==> src/rtl/cfg_pkg.sv <==
// Shared types and sizing helpers for the configuration chain loader.
package cfg_pkg;

   typedef enum logic [1:0] {IDLE, RUN, FIN} state_t;

   localparam int unsigned DEF_CHAIN_LEN = 69;

   function automatic int unsigned num_words(input int unsigned chain_len, input int unsigned word_w);
      return (chain_len + word_w - 1) / word_w;
   endfunction

   function automatic int unsigned cnt_w(input int unsigned max_val);
      return $clog2(max_val + 1);
   endfunction

   localparam int unsigned BIT_CNT_W = cnt_w(DEF_CHAIN_LEN);

endpackage

==> src/rtl/cfg_word_buf.sv <==
// Two-deep word buffer (shift register + pending word) serialising words LSB first.
module cfg_word_buf #(
   parameter int unsigned WORD_W = 32,
   parameter int unsigned LEFT_W = 6
) (
   input  logic              clk,
   input  logic              rst_n,
   input  logic              clr,
   input  logic              load,
   input  logic [WORD_W-1:0] data,
   input  logic [LEFT_W-1:0] nbits,
   output logic              prog_in,
   output logic              prog_en,
   output logic              pend_vld
);

   logic [WORD_W-1:0] sr;
   logic [WORD_W-1:0] pend;
   logic [WORD_W-1:0] sr_shift;
   logic [LEFT_W-1:0] sr_left;
   logic [LEFT_W-1:0] pend_left;
   logic              sr_free;

   assign sr_shift = sr >> 1;
   // sr_left==1 always coincides with prog_en=1, so sr can take a new word this edge
   assign sr_free  = (sr_left == '0) || (sr_left == LEFT_W'(1));

   always_ff @(posedge clk or negedge rst_n) begin
      if (!rst_n) begin
         sr        <= '0;
         pend      <= '0;
         sr_left   <= '0;
         pend_left <= '0;
         pend_vld  <= 1'b0;
         prog_in   <= 1'b0;
         prog_en   <= 1'b0;
      end else if (clr) begin
         sr        <= '0;
         pend      <= '0;
         sr_left   <= '0;
         pend_left <= '0;
         pend_vld  <= 1'b0;
         prog_en   <= 1'b0;
      end else if (!sr_free) begin
         sr      <= sr_shift;
         sr_left <= sr_left - LEFT_W'(1);
         prog_in <= sr_shift[0];
         prog_en <= 1'b1;
         if (load) begin
            pend      <= data;
            pend_left <= nbits;
            pend_vld  <= 1'b1;
         end
      end else if (pend_vld) begin
         sr       <= pend;
         sr_left  <= pend_left;
         prog_in  <= pend[0];
         prog_en  <= 1'b1;
         pend_vld <= 1'b0;
      end else if (load) begin
         sr      <= data;
         sr_left <= nbits;
         prog_in <= data[0];
         prog_en <= 1'b1;
      end else begin
         // stall: prog_in keeps the last bit driven
         sr_left <= '0;
         prog_en <= 1'b0;
      end
   end

endmodule

==> src/rtl/cfg_chain_loader.sv <==
// Loads a parallel-word bitstream onto the serial configuration chain, LSB of word 0 first.
module cfg_chain_loader #(
   parameter int unsigned CHAIN_LEN = 69,
   parameter int unsigned WORD_W    = 32
) (
   input  logic                           prog_clk,
   input  logic                           prog_rst_n,
   input  logic                           start,
   input  logic                           abort,
   input  logic [WORD_W-1:0]              cfg_data,
   input  logic                           cfg_valid,
   output logic                           cfg_ready,
   output logic                           prog_in,
   output logic                           prog_en,
   output logic                           busy,
   output logic                           done,
   output logic [$clog2(CHAIN_LEN+1)-1:0] bits_sent
);
   import cfg_pkg::*;

   localparam int unsigned NUM_WORDS = num_words(CHAIN_LEN, WORD_W);
   localparam int unsigned WORDS_W   = cnt_w(NUM_WORDS);
   localparam int unsigned LEFT_W    = cnt_w(WORD_W);
   localparam int unsigned BITS_W    = cnt_w(CHAIN_LEN);

   state_t             state;
   state_t             state_n;
   logic [WORDS_W-1:0] words_acc;
   logic [LEFT_W-1:0]  nbits;
   logic               pend_vld;
   logic               xfer;
   logic               clr;
   logic               begin_load;
   logic               shift;
   int unsigned        rem;

   assign cfg_ready  = (state == RUN) && (words_acc < WORDS_W'(NUM_WORDS)) && !pend_vld;
   assign xfer       = cfg_valid && cfg_ready && !abort;
   assign clr        = (state == RUN) && abort;
   assign begin_load = (state == IDLE) && start && !abort;
   assign shift      = prog_en && (state == RUN) && !abort;

   // the final word may be partial; its upper bits never reach prog_in
   always_comb begin
      rem   = CHAIN_LEN - WORD_W * 32'(words_acc);
      nbits = (rem >= WORD_W) ? LEFT_W'(WORD_W) : LEFT_W'(rem);
   end

   always_comb begin
      state_n = state;
      case (state)
         IDLE:    if (begin_load) state_n = RUN;
         RUN:     if (abort) state_n = IDLE;
                  else if (shift && bits_sent == BITS_W'(CHAIN_LEN - 1)) state_n = FIN;
         FIN:     state_n = IDLE;
         default: state_n = IDLE;
      endcase
   end

   always_ff @(posedge prog_clk or negedge prog_rst_n) begin
      if (!prog_rst_n) state <= IDLE;
      else             state <= state_n;
   end

   always_ff @(posedge prog_clk or negedge prog_rst_n) begin
      if (!prog_rst_n) begin
         words_acc <= '0;
         bits_sent <= '0;
         busy      <= 1'b0;
         done      <= 1'b0;
      end else begin
         busy <= (state_n == RUN);
         done <= (state_n == FIN);
         if (begin_load) begin
            words_acc <= '0;
            bits_sent <= '0;
         end else begin
            if (xfer)  words_acc <= words_acc + WORDS_W'(1);
            if (shift) bits_sent <= bits_sent + BITS_W'(1);
         end
      end
   end

   cfg_word_buf #(
      .WORD_W (WORD_W),
      .LEFT_W (LEFT_W)
   ) u_buf (
      .clk      (prog_clk),
      .rst_n    (prog_rst_n),
      .clr      (clr),
      .load     (xfer),
      .data     (cfg_data),
      .nbits    (nbits),
      .prog_in  (prog_in),
      .prog_en  (prog_en),
      .pend_vld (pend_vld)
   );

endmodule

==> config.mk <==
export PLATFORM = sky130hd
export DESIGN_NAME = cfg_chain_loader
export DESIGN_NICKNAME = d
export VERILOG_FILES = /design/src/rtl/cfg_pkg.sv /design/src/rtl/cfg_word_buf.sv /design/src/rtl/cfg_chain_loader.sv
export SDC_FILE = /design/constraint.sdc
export NUM_CORES = 1
export LEC_CHECK = 0
export BUFFER_PORTS_ARGS = -buffer_cell sky130_fd_sc_hd__buf_2
export CORE_ASPECT_RATIO = 0.5
export CORE_MARGIN = 5
export CORE_UTILIZATION = 30
export DETAILED_ROUTE_END_ITERATION = 6
export HOLD_SLACK_MARGIN = 0.1
export PLACE_DENSITY_LB_ADDON = 0.3
export SETUP_SLACK_MARGIN = 0.1
export SLEW_MARGIN = 10
export SYNTH_ARGS = -nofsm -noshare
export SYNTH_HDL_FRONTEND = slang
export SYNTH_HIERARCHICAL = 1
export SYNTH_SLANG_ARGS = --single-unit
==> constraint.sdc <==
create_clock -name prog_clk -period 5.25 [get_ports prog_clk]
set_input_delay 0.7875 -clock prog_clk [delete_from_list [all_inputs] [get_ports prog_clk]]
set_output_delay 0.7875 -clock prog_clk [all_outputs]
set_load 0.005 [all_outputs]
# Word level (Yosys, flattened, before mapping)

Cells that the tools add are included.

Bits in registers: 92
Output and inout port bits: 12
Input bits: 37

Bitwise gates (word level): 1
Order comparisons: 2
Reductions and logical operators: 21
Eq/ne operators: 8
Muxes and demuxes: 32
Add/subtract/negate cells: 4

Operators by type and width:

| operator              | number |
|---|---|
| $mux W32              | 6 |
| $mux W6               | 8 |
| $ge A32 B6 Y1 const B | 1 |
| $mux W7               | 2 |
| $logic_and A1 B1 Y1   | 10 |
| $mux W1               | 10 |
| $mux W2               | 5 |
| $sub A7 B7 Y8 const A | 1 |
| $add A7 B1 Y7 const B | 1 |
| $eq A7 B7 Y1 const B  | 1 |
| $eq A6 B1 Y1 const B  | 1 |
| $logic_not A6 Y1      | 1 |
| $reduce_bool A2 Y1    | 3 |
| $sub A6 B1 Y6 const B | 1 |
| $eq A2 B1 Y1 const B  | 2 |
| $ne A4 B2 Y1 const B  | 1 |
| $pmux W2 S2           | 1 |
| $reduce_and A2 Y1     | 2 |
| $ne A3 B1 Y1 const B  | 1 |
| $reduce_bool A3 Y1    | 1 |
| $add A2 B1 Y2 const B | 1 |
| $eq A2 B2 Y1 const B  | 1 |
| $logic_not A1 Y1      | 2 |
| $logic_not A2 Y1      | 1 |
| other kinds (4)       | 4 |

# Longest topological paths before layout

Depth in word-level cells: 9
Gate-level depth with buffers: 9

# Cells and area by module

The synthesis kept the hierarchy.

Modules (own cells, without submodules):

| module           | area each (sq um) | times used | seq. area each (sq um) | cells each |
|---|---|---|---|---|
| cfg_word_buf     | 3943.8            | 1          | 1951.9                 | 457 |
| cfg_chain_loader | 695.7             | 1          | 325.3                  | 68 |

# Least setup slack after synthesis

Ideal clock, no wire load.

Path type: input port to flip-flop
From: input port cfg_valid
To: register u_buf.pend[10]
Data required time: 5172 ps
Path buffers: 3
Stages: 8
Arrival time: 2412 ps
Slack: 2760 ps
Setup time: 78 ps
Cells stage by stage: or3b_2 > nor2_1 > clkbuf_1 > o21a_1 > buf_2 > clkbuf_1 > nand2_1 > a21oi_1

Cells in the longest elaborated chain, start to end: 4

Ends and longest elaborated chain:

| item                                | RTL line               | source |
|---|---|---|
| from (decl)                         | cfg_chain_loader.sv:11 | `input logic cfg_valid,` |
| $logic_and A1 B1 Y1 (2 in a row)    | cfg_chain_loader.sv:38 | `assign xfer = cfg_valid && cfg_ready && !abort;` |
| net xfer                            | cfg_chain_loader.sv:31 | `logic xfer;` |
| $reduce_bool A2 Y1 (no source line) | --                     |  |
| $reduce_and A2 Y1 (no source line)  | --                     |  |
| to (signal assigned)                | cfg_word_buf.sv:50     | `pend <= data;` |
| to (decl)                           | cfg_word_buf.sv:18     | `logic [WORD_W-1:0] pend;` |

The timed path passes the listed nets, and every way through them passes these cells.
A chain may end at the register's enable or synchronous reset.

# Worst setup path after layout

From: register words_acc[1]
To: register u_buf.sr_left[0]

Cells in the longest elaborated chain, start to end: 9
Elaborated cells on any way between the ends: 12
Classes of those cells: add/sub: 1; order compare: 2; mux: 5; reduce/logical: 4

Ends and longest elaborated chain:

| item                             | RTL line               | source |
|---|---|---|
| from (decl)                      | cfg_chain_loader.sv:28 | `logic [WORDS_W-1:0] words_acc;` |
| from (signal assigned)           | cfg_chain_loader.sv:78 | `if (xfer) words_acc <= words_acc + WORDS_W'(1);` |
| $lt A2 B2 Y1                     | cfg_chain_loader.sv:37 | `assign cfg_ready = (state == RUN) && (words_acc < WORDS_W'(NUM_WORDS)) && !pend_vld;` |
| $logic_and A1 B1 Y1 (2 in a row) | cfg_chain_loader.sv:37 |  |
| $logic_and A1 B1 Y1 (2 in a row) | cfg_chain_loader.sv:38 |  |
| net xfer                         | cfg_chain_loader.sv:31 |  |
| $mux W6                          | cfg_word_buf.sv:60     | `end else if (load) begin` |
| $mux W6                          | cfg_word_buf.sv:54     | `end else if (pend_vld) begin` |
| $mux W6                          | cfg_word_buf.sv:44     | `end else if (!sr_free) begin` |
| $mux W6                          | cfg_word_buf.sv:37     | `end else if (clr) begin` |
| to (signal assigned)             | cfg_word_buf.sv:46     | `sr_left <= sr_left - LEFT_W'(1);` |
| to (signal assigned)             | cfg_word_buf.sv:56     | `sr_left <= pend_left;` |
| to (signal assigned)             | cfg_word_buf.sv:62     | `sr_left <= nbits;` |
| to (decl)                        | cfg_word_buf.sv:20     | `logic [LEFT_W-1:0] sr_left;` |

The timed path passes the listed nets, and every way through them passes these cells.

==> impl_results.md <==
- Root buffer cell: clkbuf_16
- Crit path largest cell delay: 0.53 ns
- Vias in the first global route: roughly 3700
- Top_reg_cell synth: dfrtp_1
- Max H-tree Level: 3
- Final wirelength: 11000 um
- Cts hold-fix bufs: 0
- WS Path Type: flop to flop
- Core Footprint: 0.0153 sq mm
- Initial DRT Pass Iterations: 4
- DRC: 0
- Share of layout cells above drive strength 1: ~16%
- Initial antenna violation count: 0
- Asr flop ratio synth: 100%
- Cts repair resizes: 0
- Worst-Skew Late Latency: 0.35 ns
- Initial DRC Count: 298
- Clk_skew: around 0.012 ns
- I/O Buffers: 48
- Setup bufs post-CTS: 0
- Fin. Hold Viols: 0
- Worst Setup End Kind: flop
- Slew margin rel.: 24.9%
- First-pass GRT wire length: approximately 19000 um
- Register area share after synthesis: approximately half
- Min Tclk post-route: a little over 3 ns
- CTS buffer count: 9
- Synthesized cell area: 0.00464 sq mm
- Placed standard-cell area: 0.00503 sq mm
- Worst IR Drop VDD: just over 0.0002 V
- Top-count cell post-synth: nand2_1
- Fin cells: ~770
- Worst-path cell chain: ha_1 -> or3b_2 -> nor2_4 -> buf_4 -> nor2b_1 -> a221oi_2 -> a211oi_2
- Post-Place Worst Slack: 1.91 ns
- Fillers: about 1600
- Io pins: 49
- Fin nets: around 600
- Rows: 32
- Setup-failing EPs final: 0
- Grt ovf: 0
- CP max FO: 23
- Synth unique cells: 43
- GRT Util Overall: 12.8%
- Static Leak: 2.26 nW
- Vias post-DR: 3686
- Maximum clock insertion buffer count: 2
- Total power: around 2.3 mW
- Worst hold margin: 0.410 ns
- EDFF count, synth: 0
- Yosys reg bits: 91
- TritonCTS clock tree: built
- Critical Path Start Type: flop
- YS warnings: 6
- Clock sinks: 91
- Syn avg cell area: 8.84 sq um
- Total negative slack: 0 ns
- Initial Utilization: 30.3%
- WL/cell: 14.3 um
- PnR worst setup slack: 2.16 ns
- Hpwl dp: 6840 um
- Worst-path clk slew: 0.07 ns
- RSZ-0062 raised after global routing: no
- Hold WC Path Type: input pin to async pin
- Layout Cell Area excl Fill: 0.00533 sq mm
- Fin crit share: 58.8%
- Max-cap violation count: 0
- Vias per inst: 4.81
- Die width: 186 um
- Final slew viol count: 0
- Slowest cell on crit path: or3b_2
- Antenna cells: 0
- Post-synthesis cell count: around 530
- Crit path arrival time: 3.33 ns
- Post-synth top area cell: dfrtp_1
- Req. time, crit path: 5.50 ns
- Achievable Freq: around 320 MHz
- Status: finished, final reports clean
- RD Place Congestion: 0.761
- Post-synth top cells: nand2_1 (176), dfrtp_1 (91), a21oi_1 (76)
- Largest net degree at the start of global routing: 75
- Final ANT Viol Nets: 0
- Die height: roughly 100 um
- Least-Margin Pin Slew: 1.11 ns
- Syn-to-layout area delta: 14.9%
- Core Util, Final: approximately a third
- Die area: 0.0182 sq mm
- Area fraction of the dominant cell type after synthesis: 49.1%
- Area contributors post-synth: dfrtp_1 (49%), nand2_1 (14%), a21oi_1 (8.2%)
- Reg2Reg Depth: 7
- Cell area power density: roughly 430 mW/mm^2
- Placed instance count: 751
## cells in the final DEF (no fill, tap or decap), types with 7 or more instances in the layout
cell type and count:
a21oi_1 76, buf_2 47, buf_4 8, clkbuf_16 9, dfrtp_1 90, ha_1 8, inv_1 7, mux2i_1 34
nand2_1 176, o21ai_0 37
## power breakdown
| group | total [mW] | switching [mW] | internal, mW |
|---|---|---|---|
| sequential | 0.954 | 0.100 | 0.854 |
| clock | 0.665 | 0.292 | 0.373 |
| combinational | 0.673 | 0.421 | 0.252 |
| total | 2.29 | 0.814 | 1.48 |
## path summary, 6_finish.rpt
path	slack [ns]	startpoint	to
max in group asynchronous	3.72	prog_rst_n	u_buf/sr_left[3]
min reg2reg	0.49	bits_sent[6]	bits_sent[6]
max	2.16	words_acc[1]	u_buf/sr_left[0]
min in group prog_clk	0.49	bits_sent[6]	bits_sent[6]
max reg2reg	2.16	words_acc[1]	u_buf/sr_left[0]
min	0.41	prog_rst_n	u_buf/pend[8]
## state kept, by name, summed over array words and instances (netlist names)
| register | count |
|---|---|
| done | 1 |
| u_buf/pend_vld | 1 |
| u_buf/pend | 32 |
| words_acc | 2 |
| bits_sent | 7 |
| state | 2 |
| u_buf/pend_left | 6 |
| u_buf/prog_in | 1 |
| busy | 1 |
| u_buf/sr_left | 6 |
| u_buf/sr | 31 |
| u_buf/prog_en | 1 |
## cells by family after synthesis
group / share of synthesized area (%)
AO/OA/AOI/OAI: 16.6
XOR/XNOR: 0.566
adder cells (fa/ha/maj): 2.16
buffers and inverters: 4.67
flip-flops: 49.1
multiplexers: 7.58
other: 0.0808
AND/OR/NAND/NOR: 19.3
## worst max-delay path: cells and delay by family (launching register included)
kind                     cells  cell delay [ns]
AO/OA/AOI/OAI                2             0.35
AND/OR/NAND/NOR              3             1.51
flip-flops                   1             0.42
adder cells (fa/ha/maj)      1             0.22
buffers and inverters        1             0.47
## layer usage
| layer | GRT usage (%) | share of wire [%] | vias to the layer above |
|---|---|---|---|
| met5 | 0 | 0 | - |
| met4 | 3.41 | 0.99 | 0 |
| met3 | 2.79 | 4.0 | 10 |
| met2 | 20.2 | 46 | 71 |
| met1 | 17.8 | 49 | 1771 |
| li1 | - | - | 1834 |
## layout make-up
cell class                 instances  area [sq um]  area share, %
clock buffer                       9           225           4.22
inverter                           7          26.3          0.493
timing repair buffer              55           295           5.54
multi-input combinational        394          2180           40.8
clock inverter                     7          73.8           1.38
sequential                        91          2280           42.7
tap                              204           255           4.79
(Power assumes the default switching activity.)
